## config.mk

```make
export PLATFORM = sky130hd
export DESIGN_NAME = mem_port_arbiter_flat
export DESIGN_NICKNAME = d
export VERILOG_FILES = /design/src/rtl/mem_port_arbiter_if.sv /design/src/rtl/mem_port_arbiter.sv /design/src/flat_wrapper.sv
export SDC_FILE = /design/constraint.sdc
export NUM_CORES = 1
export LEC_CHECK = 0
export ABC_AREA = 1
export BUFFER_PORTS_ARGS = -buffer_cell sky130_fd_sc_hd__buf_2
export CORE_ASPECT_RATIO = 0.9
export CORE_MARGIN = 10
export CORE_UTILIZATION = 32
export CTS_BUF_LIST = sky130_fd_sc_hd__clkbuf_4 sky130_fd_sc_hd__clkbuf_8
export CTS_CLUSTER_DIAMETER = 120
export DETAILED_ROUTE_END_ITERATION = 10
export PLACE_DENSITY = 0.84
export REMOVE_ABC_BUFFERS = 1
export SETUP_SLACK_MARGIN = 0.4
export SKIP_LAST_GASP = 1
export SLEW_MARGIN = 20
export SYNTH_ARGS = -nofsm -noshare
export SYNTH_HDL_FRONTEND = slang
export SYNTH_SLANG_ARGS = --single-unit
export TNS_END_PERCENT = 10
```

## constraint.sdc

```tcl
create_clock -name clk -period 1.3 [get_ports clk]
set_input_delay 0.065 -clock clk [delete_from_list [all_inputs] [get_ports clk]]
set_output_delay 0.065 -clock clk [all_outputs]
set_load 0.02 [all_outputs]
```

## src/rtl/mem_port_arbiter_if.sv

```systemverilog
// mem_port_arbiter_if
//   Request/grant/response bundle between the pipeline requesters and the
//   memory port arbiter. The fetch side is read-only. The data side carries
//   loads, stores, pushes and pops.
//
//   Signals
//     f_req, f_addr                 fetch request, held until f_gnt
//     f_gnt                         fetch accepted this cycle (combinational)
//     f_rvalid, f_rdata             fetch read data, one cycle after f_gnt
//     d_req, d_we, d_addr, d_wdata  data request, held until d_gnt
//     d_gnt                         data accepted this cycle (combinational)
//     d_rvalid, d_rdata             data completion, one cycle after d_gnt
//
//   Modports
//     master  requester side (pipeline stages)
//     slave   arbiter side
interface mem_port_arbiter_if #(
  parameter int ADDR_W = 8,
  parameter int DATA_W = 8
) ();
  logic              f_req;
  logic [ADDR_W-1:0] f_addr;
  logic              f_gnt;
  logic              f_rvalid;
  logic [DATA_W-1:0] f_rdata;

  logic              d_req;
  logic              d_we;
  logic [ADDR_W-1:0] d_addr;
  logic [DATA_W-1:0] d_wdata;
  logic              d_gnt;
  logic              d_rvalid;
  logic [DATA_W-1:0] d_rdata;

  modport master (
    output f_req, f_addr, d_req, d_we, d_addr, d_wdata,
    input  f_gnt, f_rvalid, f_rdata, d_gnt, d_rvalid, d_rdata
  );

  modport slave (
    input  f_req, f_addr, d_req, d_we, d_addr, d_wdata,
    output f_gnt, f_rvalid, f_rdata, d_gnt, d_rvalid, d_rdata
  );
endinterface

```

## src/rtl/mem_port_arbiter.sv

```systemverilog
// mem_port_arbiter
//   Shares one 256x8 synchronous-read memory among three users: instruction
//   fetch, data access and the internal vector-read engine. The vector engine
//   reads M[0] after reset and M[1] on interrupt, then presents the value on
//   vec_pc for one cycle. This block owns every memory enable.
//
//   Priority: BOOT > data > interrupt vector > fetch.
//
//   Build option
//     MEM_ARB_FAIRNESS_EN  when defined, a fetch that has been denied for
//                          STARVE_MAX consecutive RUN cycles wins over data
//                          once. When undefined, data always beats fetch.
//
//   Ports
//     clk, rst        clock, synchronous active-high reset
//     bus             fetch/data handshake (slave modport)
//     int_req         interrupt request pulse
//     vec_valid       one-cycle pulse, vec_pc/vec_src valid
//     vec_pc          vector value read from memory
//     vec_src         0 = reset vector, 1 = interrupt vector
//     busy            high while booting or waiting for a vector
//     mem_en, mem_we, mem_addr, mem_wdata   memory request
//     mem_rdata       memory read data, one cycle after a read
//
//   States
//     state      | meaning
//     BOOT       | read M[0], nothing else granted
//     VEC_WAIT   | vector data on mem_rdata; data may be granted, fetch held
//     RUN        | normal arbitration, may issue the interrupt vector read
module mem_port_arbiter #(
  parameter int ADDR_W     = 8,
  parameter int DATA_W     = 8,
  parameter int STARVE_MAX = 4
) (
  input  logic                clk,
  input  logic                rst,
  mem_port_arbiter_if.slave   bus,
  input  logic                int_req,
  output logic                vec_valid,
  output logic [DATA_W-1:0]   vec_pc,
  output logic                vec_src,
  output logic                busy,
  output logic                mem_en,
  output logic                mem_we,
  output logic [ADDR_W-1:0]   mem_addr,
  output logic [DATA_W-1:0]   mem_wdata,
  input  logic [DATA_W-1:0]   mem_rdata
);

  if (STARVE_MAX < 1) begin : g_bad_starve_max
    $error("mem_port_arbiter: STARVE_MAX must be at least 1");
  end

  typedef enum logic [1:0] {
    ST_BOOT     = 2'd0,
    ST_VEC_WAIT = 2'd1,
    ST_RUN      = 2'd2
  } state_t;

  state_t state_q, state_d;

  logic int_pend_q;
  logic vec_src_q;
  logic f_rvalid_q;
  logic d_rvalid_q;

  logic f_gnt;
  logic d_gnt;
  logic boot_rd;
  logic vec_rd;
  logic fetch_force;

  // State register and response/side registers
  always_ff @(posedge clk) begin
    if (rst) begin
      state_q    <= ST_BOOT;
      int_pend_q <= 1'b0;
      vec_src_q  <= 1'b0;
      f_rvalid_q <= 1'b0;
      d_rvalid_q <= 1'b0;
    end else begin
      state_q    <= state_d;
      f_rvalid_q <= f_gnt;
      d_rvalid_q <= d_gnt;
      if (boot_rd) begin
        vec_src_q <= 1'b0;
      end else if (vec_rd) begin
        vec_src_q <= 1'b1;
      end
      // A pulse arriving in the same cycle the pending flag is consumed
      // starts a fresh pending interrupt rather than being lost.
      if (vec_rd) begin
        int_pend_q <= int_req;
      end else begin
        int_pend_q <= int_pend_q | int_req;
      end
    end
  end

  // Next-state logic
  always_comb begin
    state_d = state_q;
    case (state_q)
      ST_BOOT:     state_d = ST_VEC_WAIT;
      ST_VEC_WAIT: state_d = ST_RUN;
      ST_RUN: begin
        if (int_pend_q && !bus.d_req) begin
          state_d = ST_VEC_WAIT;
        end
      end
      default:     state_d = ST_BOOT;
    endcase
  end

  // Output logic: grant selection and memory request mux
  always_comb begin
    f_gnt     = 1'b0;
    d_gnt     = 1'b0;
    boot_rd   = 1'b0;
    vec_rd    = 1'b0;
    mem_en    = 1'b0;
    mem_we    = 1'b0;
    mem_addr  = '0;
    mem_wdata = '0;

    if (!rst) begin
      case (state_q)
        ST_BOOT: begin
          boot_rd = 1'b1;
        end
        ST_VEC_WAIT: begin
          d_gnt = bus.d_req;
        end
        ST_RUN: begin
          if (int_pend_q && !bus.d_req) begin
            vec_rd = 1'b1;
          end else if (bus.d_req && !fetch_force) begin
            d_gnt = 1'b1;
          end else if (bus.f_req) begin
            f_gnt = 1'b1;
          end
        end
        default: ;
      endcase
    end

    if (boot_rd || vec_rd) begin
      mem_en   = 1'b1;
      mem_addr = vec_rd ? ADDR_W'(1) : ADDR_W'(0);
    end else if (d_gnt) begin
      mem_en    = 1'b1;
      mem_we    = bus.d_we;
      mem_addr  = bus.d_addr;
      mem_wdata = bus.d_wdata;
    end else if (f_gnt) begin
      mem_en   = 1'b1;
      mem_addr = bus.f_addr;
    end
  end

`ifdef MEM_ARB_FAIRNESS_EN
  localparam int CNT_W = $clog2(STARVE_MAX + 1);

  logic [CNT_W-1:0] starve_cnt_q;

  // Only consulted in RUN when data also requests, so the vector read and
  // BOOT are never displaced by it.
  assign fetch_force = bus.f_req && (starve_cnt_q == CNT_W'(STARVE_MAX));

  always_ff @(posedge clk) begin
    if (rst) begin
      starve_cnt_q <= '0;
    end else if (!bus.f_req || f_gnt) begin
      starve_cnt_q <= '0;
    end else if (state_q == ST_RUN && starve_cnt_q != CNT_W'(STARVE_MAX)) begin
      starve_cnt_q <= starve_cnt_q + 1'b1;
    end
  end
`else
  assign fetch_force = 1'b0;
`endif

  assign bus.f_gnt    = f_gnt;
  assign bus.d_gnt    = d_gnt;
  assign bus.f_rvalid = f_rvalid_q;
  assign bus.d_rvalid = d_rvalid_q;
  assign bus.f_rdata  = mem_rdata;
  assign bus.d_rdata  = mem_rdata;

  // The vector read was issued in the cycle before VEC_WAIT; a reset landing
  // in VEC_WAIT drops it.
  assign vec_valid = (state_q == ST_VEC_WAIT) && !rst;
  assign vec_pc    = mem_rdata;
  assign vec_src   = vec_src_q;
  assign busy      = (state_q != ST_RUN);

endmodule

```

## src/flat_wrapper.sv

```systemverilog
// flat-port wrapper written by rule: the top's interface ports become plain ports
module mem_port_arbiter_flat 
#(
  parameter int ADDR_W     = 8,
  parameter int DATA_W     = 8,
  parameter int STARVE_MAX = 4
)
  (clk, rst, int_req, vec_valid, vec_pc, vec_src, busy, mem_en, mem_we, mem_addr, mem_wdata, mem_rdata, bus_f_req, bus_f_addr, bus_d_req, bus_d_we, bus_d_addr, bus_d_wdata, bus_f_gnt, bus_f_rvalid, bus_f_rdata, bus_d_gnt, bus_d_rvalid, bus_d_rdata);
  mem_port_arbiter_if #(.ADDR_W(ADDR_W), .DATA_W(DATA_W)) bus_i ();
  input  logic clk;
  input  logic rst;
  input  logic int_req;
  output logic vec_valid;
  output logic [DATA_W-1:0] vec_pc;
  output logic vec_src;
  output logic busy;
  output logic mem_en;
  output logic mem_we;
  output logic [ADDR_W-1:0] mem_addr;
  output logic [DATA_W-1:0] mem_wdata;
  input  logic [DATA_W-1:0] mem_rdata;
  input wire logic [$bits(bus_i.f_req)-1:0] bus_f_req;
  input wire logic [$bits(bus_i.f_addr)-1:0] bus_f_addr;
  input wire logic [$bits(bus_i.d_req)-1:0] bus_d_req;
  input wire logic [$bits(bus_i.d_we)-1:0] bus_d_we;
  input wire logic [$bits(bus_i.d_addr)-1:0] bus_d_addr;
  input wire logic [$bits(bus_i.d_wdata)-1:0] bus_d_wdata;
  output wire logic [$bits(bus_i.f_gnt)-1:0] bus_f_gnt;
  output wire logic [$bits(bus_i.f_rvalid)-1:0] bus_f_rvalid;
  output wire logic [$bits(bus_i.f_rdata)-1:0] bus_f_rdata;
  output wire logic [$bits(bus_i.d_gnt)-1:0] bus_d_gnt;
  output wire logic [$bits(bus_i.d_rvalid)-1:0] bus_d_rvalid;
  output wire logic [$bits(bus_i.d_rdata)-1:0] bus_d_rdata;
  assign bus_i.f_req = bus_f_req;
  assign bus_i.f_addr = bus_f_addr;
  assign bus_i.d_req = bus_d_req;
  assign bus_i.d_we = bus_d_we;
  assign bus_i.d_addr = bus_d_addr;
  assign bus_i.d_wdata = bus_d_wdata;
  assign bus_f_gnt = bus_i.f_gnt;
  assign bus_f_rvalid = bus_i.f_rvalid;
  assign bus_f_rdata = bus_i.f_rdata;
  assign bus_d_gnt = bus_i.d_gnt;
  assign bus_d_rvalid = bus_i.d_rvalid;
  assign bus_d_rdata = bus_i.d_rdata;
  mem_port_arbiter #(.ADDR_W(ADDR_W), .DATA_W(DATA_W), .STARVE_MAX(STARVE_MAX)) u_core (.clk(clk), .rst(rst), .bus(bus_i), .int_req(int_req), .vec_valid(vec_valid), .vec_pc(vec_pc), .vec_src(vec_src), .busy(busy), .mem_en(mem_en), .mem_we(mem_we), .mem_addr(mem_addr), .mem_wdata(mem_wdata), .mem_rdata(mem_rdata));
endmodule
```

==> results.cfg <==
[run_status]
run_status = finished with violations
violations_in_the_final_reports = setup timing

[synthesis]
netlist.top_cell.by_area = sky130_fd_sc_hd__buf_4
async_reset_ff_frac = 0
synth_xor_area_frac = 0
synthSimpleGateAreaFrac = 0.338
netlist.area_leader.share = 0.227
synth-seq-cells = 6
synth_top_cells_by_area = sky130_fd_sc_hd__buf_4 (23%), sky130_fd_sc_hd__dfxtp_1 (15%), sky130_fd_sc_hd__nand2_1 (12%)
synth-adder-area-share = 0.0789
post_synth_inst_count = 121
post_synth_edffs = 0
main_combinational_cell_family_by_area_after_synthesis = buffers and inverters
dominantRegCellSynth = sky130_fd_sc_hd__dfxtp_1
avg_synthesized_cell_area_um2 = 6.56
yosys_warnings = 0
synth.distinct_cells = 21
sequential_to_total_area_share_from_yosys_stat = 0.151
synth.cell_area_um2 = 793
synth_mux_area_frac = 0
synth_compound_gate_area_share = 0.0899

[placement]
io_buffer_count = 54
post_detail_place_hpwl_um = 2110
dp_slack_ps = -179
gpl_congestion = 0.808

[worst_setup_path]
crit_path_cell_trace = inv_2 -> ha_4 -> inv_2 -> nor2_4 -> nand2_8 -> inv_8 -> nand2_1 -> a21oi_1 -> buf_4
worst-setup-path-type = flop to primary output
critical_path.endpoint_type = primary output
critPathMaxFanout = 5
worst_ep_required_time_ps = 1240
cp_delay_by_family_top = flip-flops
timing.critical_path.slowest_stage_cell = sky130_fd_sc_hd__dfxtp_2
critical_path.most_common_cell = sky130_fd_sc_hd__inv_2
setup.worst_path.start_class = flop
crit_arrival_ps = 1580
max_stage_delay_ps = 340
path_buf_inv = 4

[finish]
diodes_inserted = 0
drive_above_1_share = 0.612
most-common-layout-cells = sky130_fd_sc_hd__buf_2 (43), sky130_fd_sc_hd__nand2_1 (21), sky130_fd_sc_hd__buf_4 (16)
final_nets = 210
synthToLayoutAreaGrowth_pct = 45.3
layout.cells.most_common = sky130_fd_sc_hd__buf_2

[power_and_ir_drop]
powerDensity_nw_per_um2 = 1340
power_leakage_nw = 0.618
worst_ir_drop_vdd_mv = 0.843

[run]
timing.max_cap.violations = 0

[clocking]
tritoncts = done
worst_skew_pair.late_latency_ps = 250
tritoncts.num_buffers = 3
clock_tree.htree_level_count = 1
cts_sinks = 6
clock_path_buffers = 2
clk_pin_slew_ps = 40
clock_tree_root = sky130_fd_sc_hd__clkbuf_4

[floorplan]
fp-row-count = 17
die-width_um = 72.5
ports_placed_on_the_boundary = 87
initial_utilization = 0.330
chipHeight_um = 67.2
die_area_um2 = 4870
core-area_um2 = 2400

[sta]
max_freq_ghz = 0.607
worst-slew-pin-transition_ps = 294
number_of_failing_setup_endpoints_in_the_final_timing_report = 22
post-route-min-period_ps = 1650
drv_slew = 0
worst_slack_ps = -347
fin_crit_share = 1.27
maxSlewHeadroom = 0.803
fin_setup_tns_ps = -6350
unrepaired_setup_endpoints_after_global_routing = true
final-hold-violation-count = 0
skew_ps = 3.89

[min_path]
holdCritPathClass = primary input to flop

[route]
drt_first_pass_iters = 2
detail_route.wirelength_um = 2810
dr.first_iter.drc_count = 26
remaining_drc_errors = 0
vias_per_cell = 4.62
routed-via-count = 892
drtAntennaViolNets = 0
routed_wire_length_per_instance_um = 14.6

[grt]
grt_antenna_before_repair = 0
grt_max_degree = 18
gr-usage-all-layers = 0.106
grt_pass1_wl_um = 4130
global_route.overflow_total = 0
via_count_of_the_first_global_routing_pass = 859
registers in the layout, indices dropped and copies added (netlist names):
| signal | count |
|---|---|
| u_core.state_q | 2 |
| u_core.int_pend_q | 1 |
| u_core.bus.f_rvalid | 1 |
| u_core.bus.d_rvalid | 1 |
| u_core.vec_src | 1 |
report_power, final:
part	total [mW]	switching [mW]	internal, mW	leakage [nW]
logic	1.12	0.652	0.470	0.555
clock network	0.173	0.0684	0.104	0.0138
registers	0.252	0.0244	0.228	0.0498
per-layer routing:
| metal | routed length (µm) | vias to the layer above | track usage |
|---|---|---|---|
| met4 | 41 | 0 | 0.0213 |
| met2 | 1510 | 46 | 0.183 |
| met3 | 346 | 6 | 0.0966 |
| met1 | 910 | 393 | 0.0898 |
| li1 | - | 447 | - |
| met5 | 0 | - | 0 |
final cells by class:
| type | instances | area (µm²) |
|---|---|---|
| clock buffers | 3 | 22.5 |
| fillers | 243 | 1250 |
| inverters | 13 | 56.3 |
| multi-input cells | 76 | 498 |
| flip-flops and latches | 6 | 123 |
| well taps | 28 | 35.0 |
| repair buffers | 65 | 403 |
| repair inverters | 2 | 15.0 |
worst paths after layout:
check	cells after the start	slack (ps)	startpoint	endpoint
worst max-delay path	9	-350	u_core.state_q[1]$_SDFFE_PP0P_	mem_addr[4]
worst min-delay path	3	30	int_req	u_core.int_pend_q$_SDFF_PP0_
worst max register to register	7	-10	u_core.state_q[0]$_SDFFE_PP0P_	u_core.int_pend_q$_SDFF_PP0_
worst min register to register	2	460	u_core.vec_src$_SDFFE_PP0P_	u_core.vec_src$_SDFFE_PP0P_
what timing repair did:
action                                  in CTS  in global routing
pin swaps                                   10                  6
endpoints found under the setup margin      28                 28
resized for setup                           30                 12
hold buffers                                 0                  0
cloned                                       2                  1
buffers inserted                             1                  0
per-stage QoR:
stage          area (µm²)  utilization  hold WS, ps  power, mW  std cells
3_3_place_gp          956        0.398          130       1.10        186
2_1_floorplan         576            -          130      0.741         94
6_report             1150        0.479         26.6       1.55        193
4_1_cts              1090        0.455         20.4       1.49        192
3_5_place_dp          956        0.398          130       1.11        186
5_1_grt              1150        0.479         66.6       1.68        193
Yosys cell counts (2+ instances only):
cell	number
sky130_fd_sc_hd__nand2_1	26
sky130_fd_sc_hd__buf_4	24
sky130_fd_sc_hd__nor2_1	13
sky130_fd_sc_hd__inv_1	11
sky130_fd_sc_hd__a21oi_1	9
sky130_fd_sc_hd__nand3_1	8
sky130_fd_sc_hd__dfxtp_1	6
sky130_fd_sc_hd__ha_1	5
sky130_fd_sc_hd__nor2_2	3
sky130_fd_sc_hd__buf_6	2
sky130_fd_sc_hd__nand2_2	2
sky130_fd_sc_hd__nand2_4	2
sky130_fd_sc_hd__o21ai_0	2
worst reg2reg max path, stage by stage, from the launching register on:
cell and delay, ps:
sky130_fd_sc_hd__dfxtp_2 310, sky130_fd_sc_hd__inv_2 70, sky130_fd_sc_hd__ha_2 220, sky130_fd_sc_hd__buf_4 130, sky130_fd_sc_hd__nand3_4 120, sky130_fd_sc_hd__buf_4 190, sky130_fd_sc_hd__a21oi_1 120, sky130_fd_sc_hd__nor2_1 50
logic make-up after synthesis:
| logic type | after synthesis |
|---|---|
| buf+inv | 40 |
| fa+ha+maj | 5 |
| flops | 6 |
| compound gates | 13 |
| simple gates | 57 |
(Power assumes the default switching activity.)
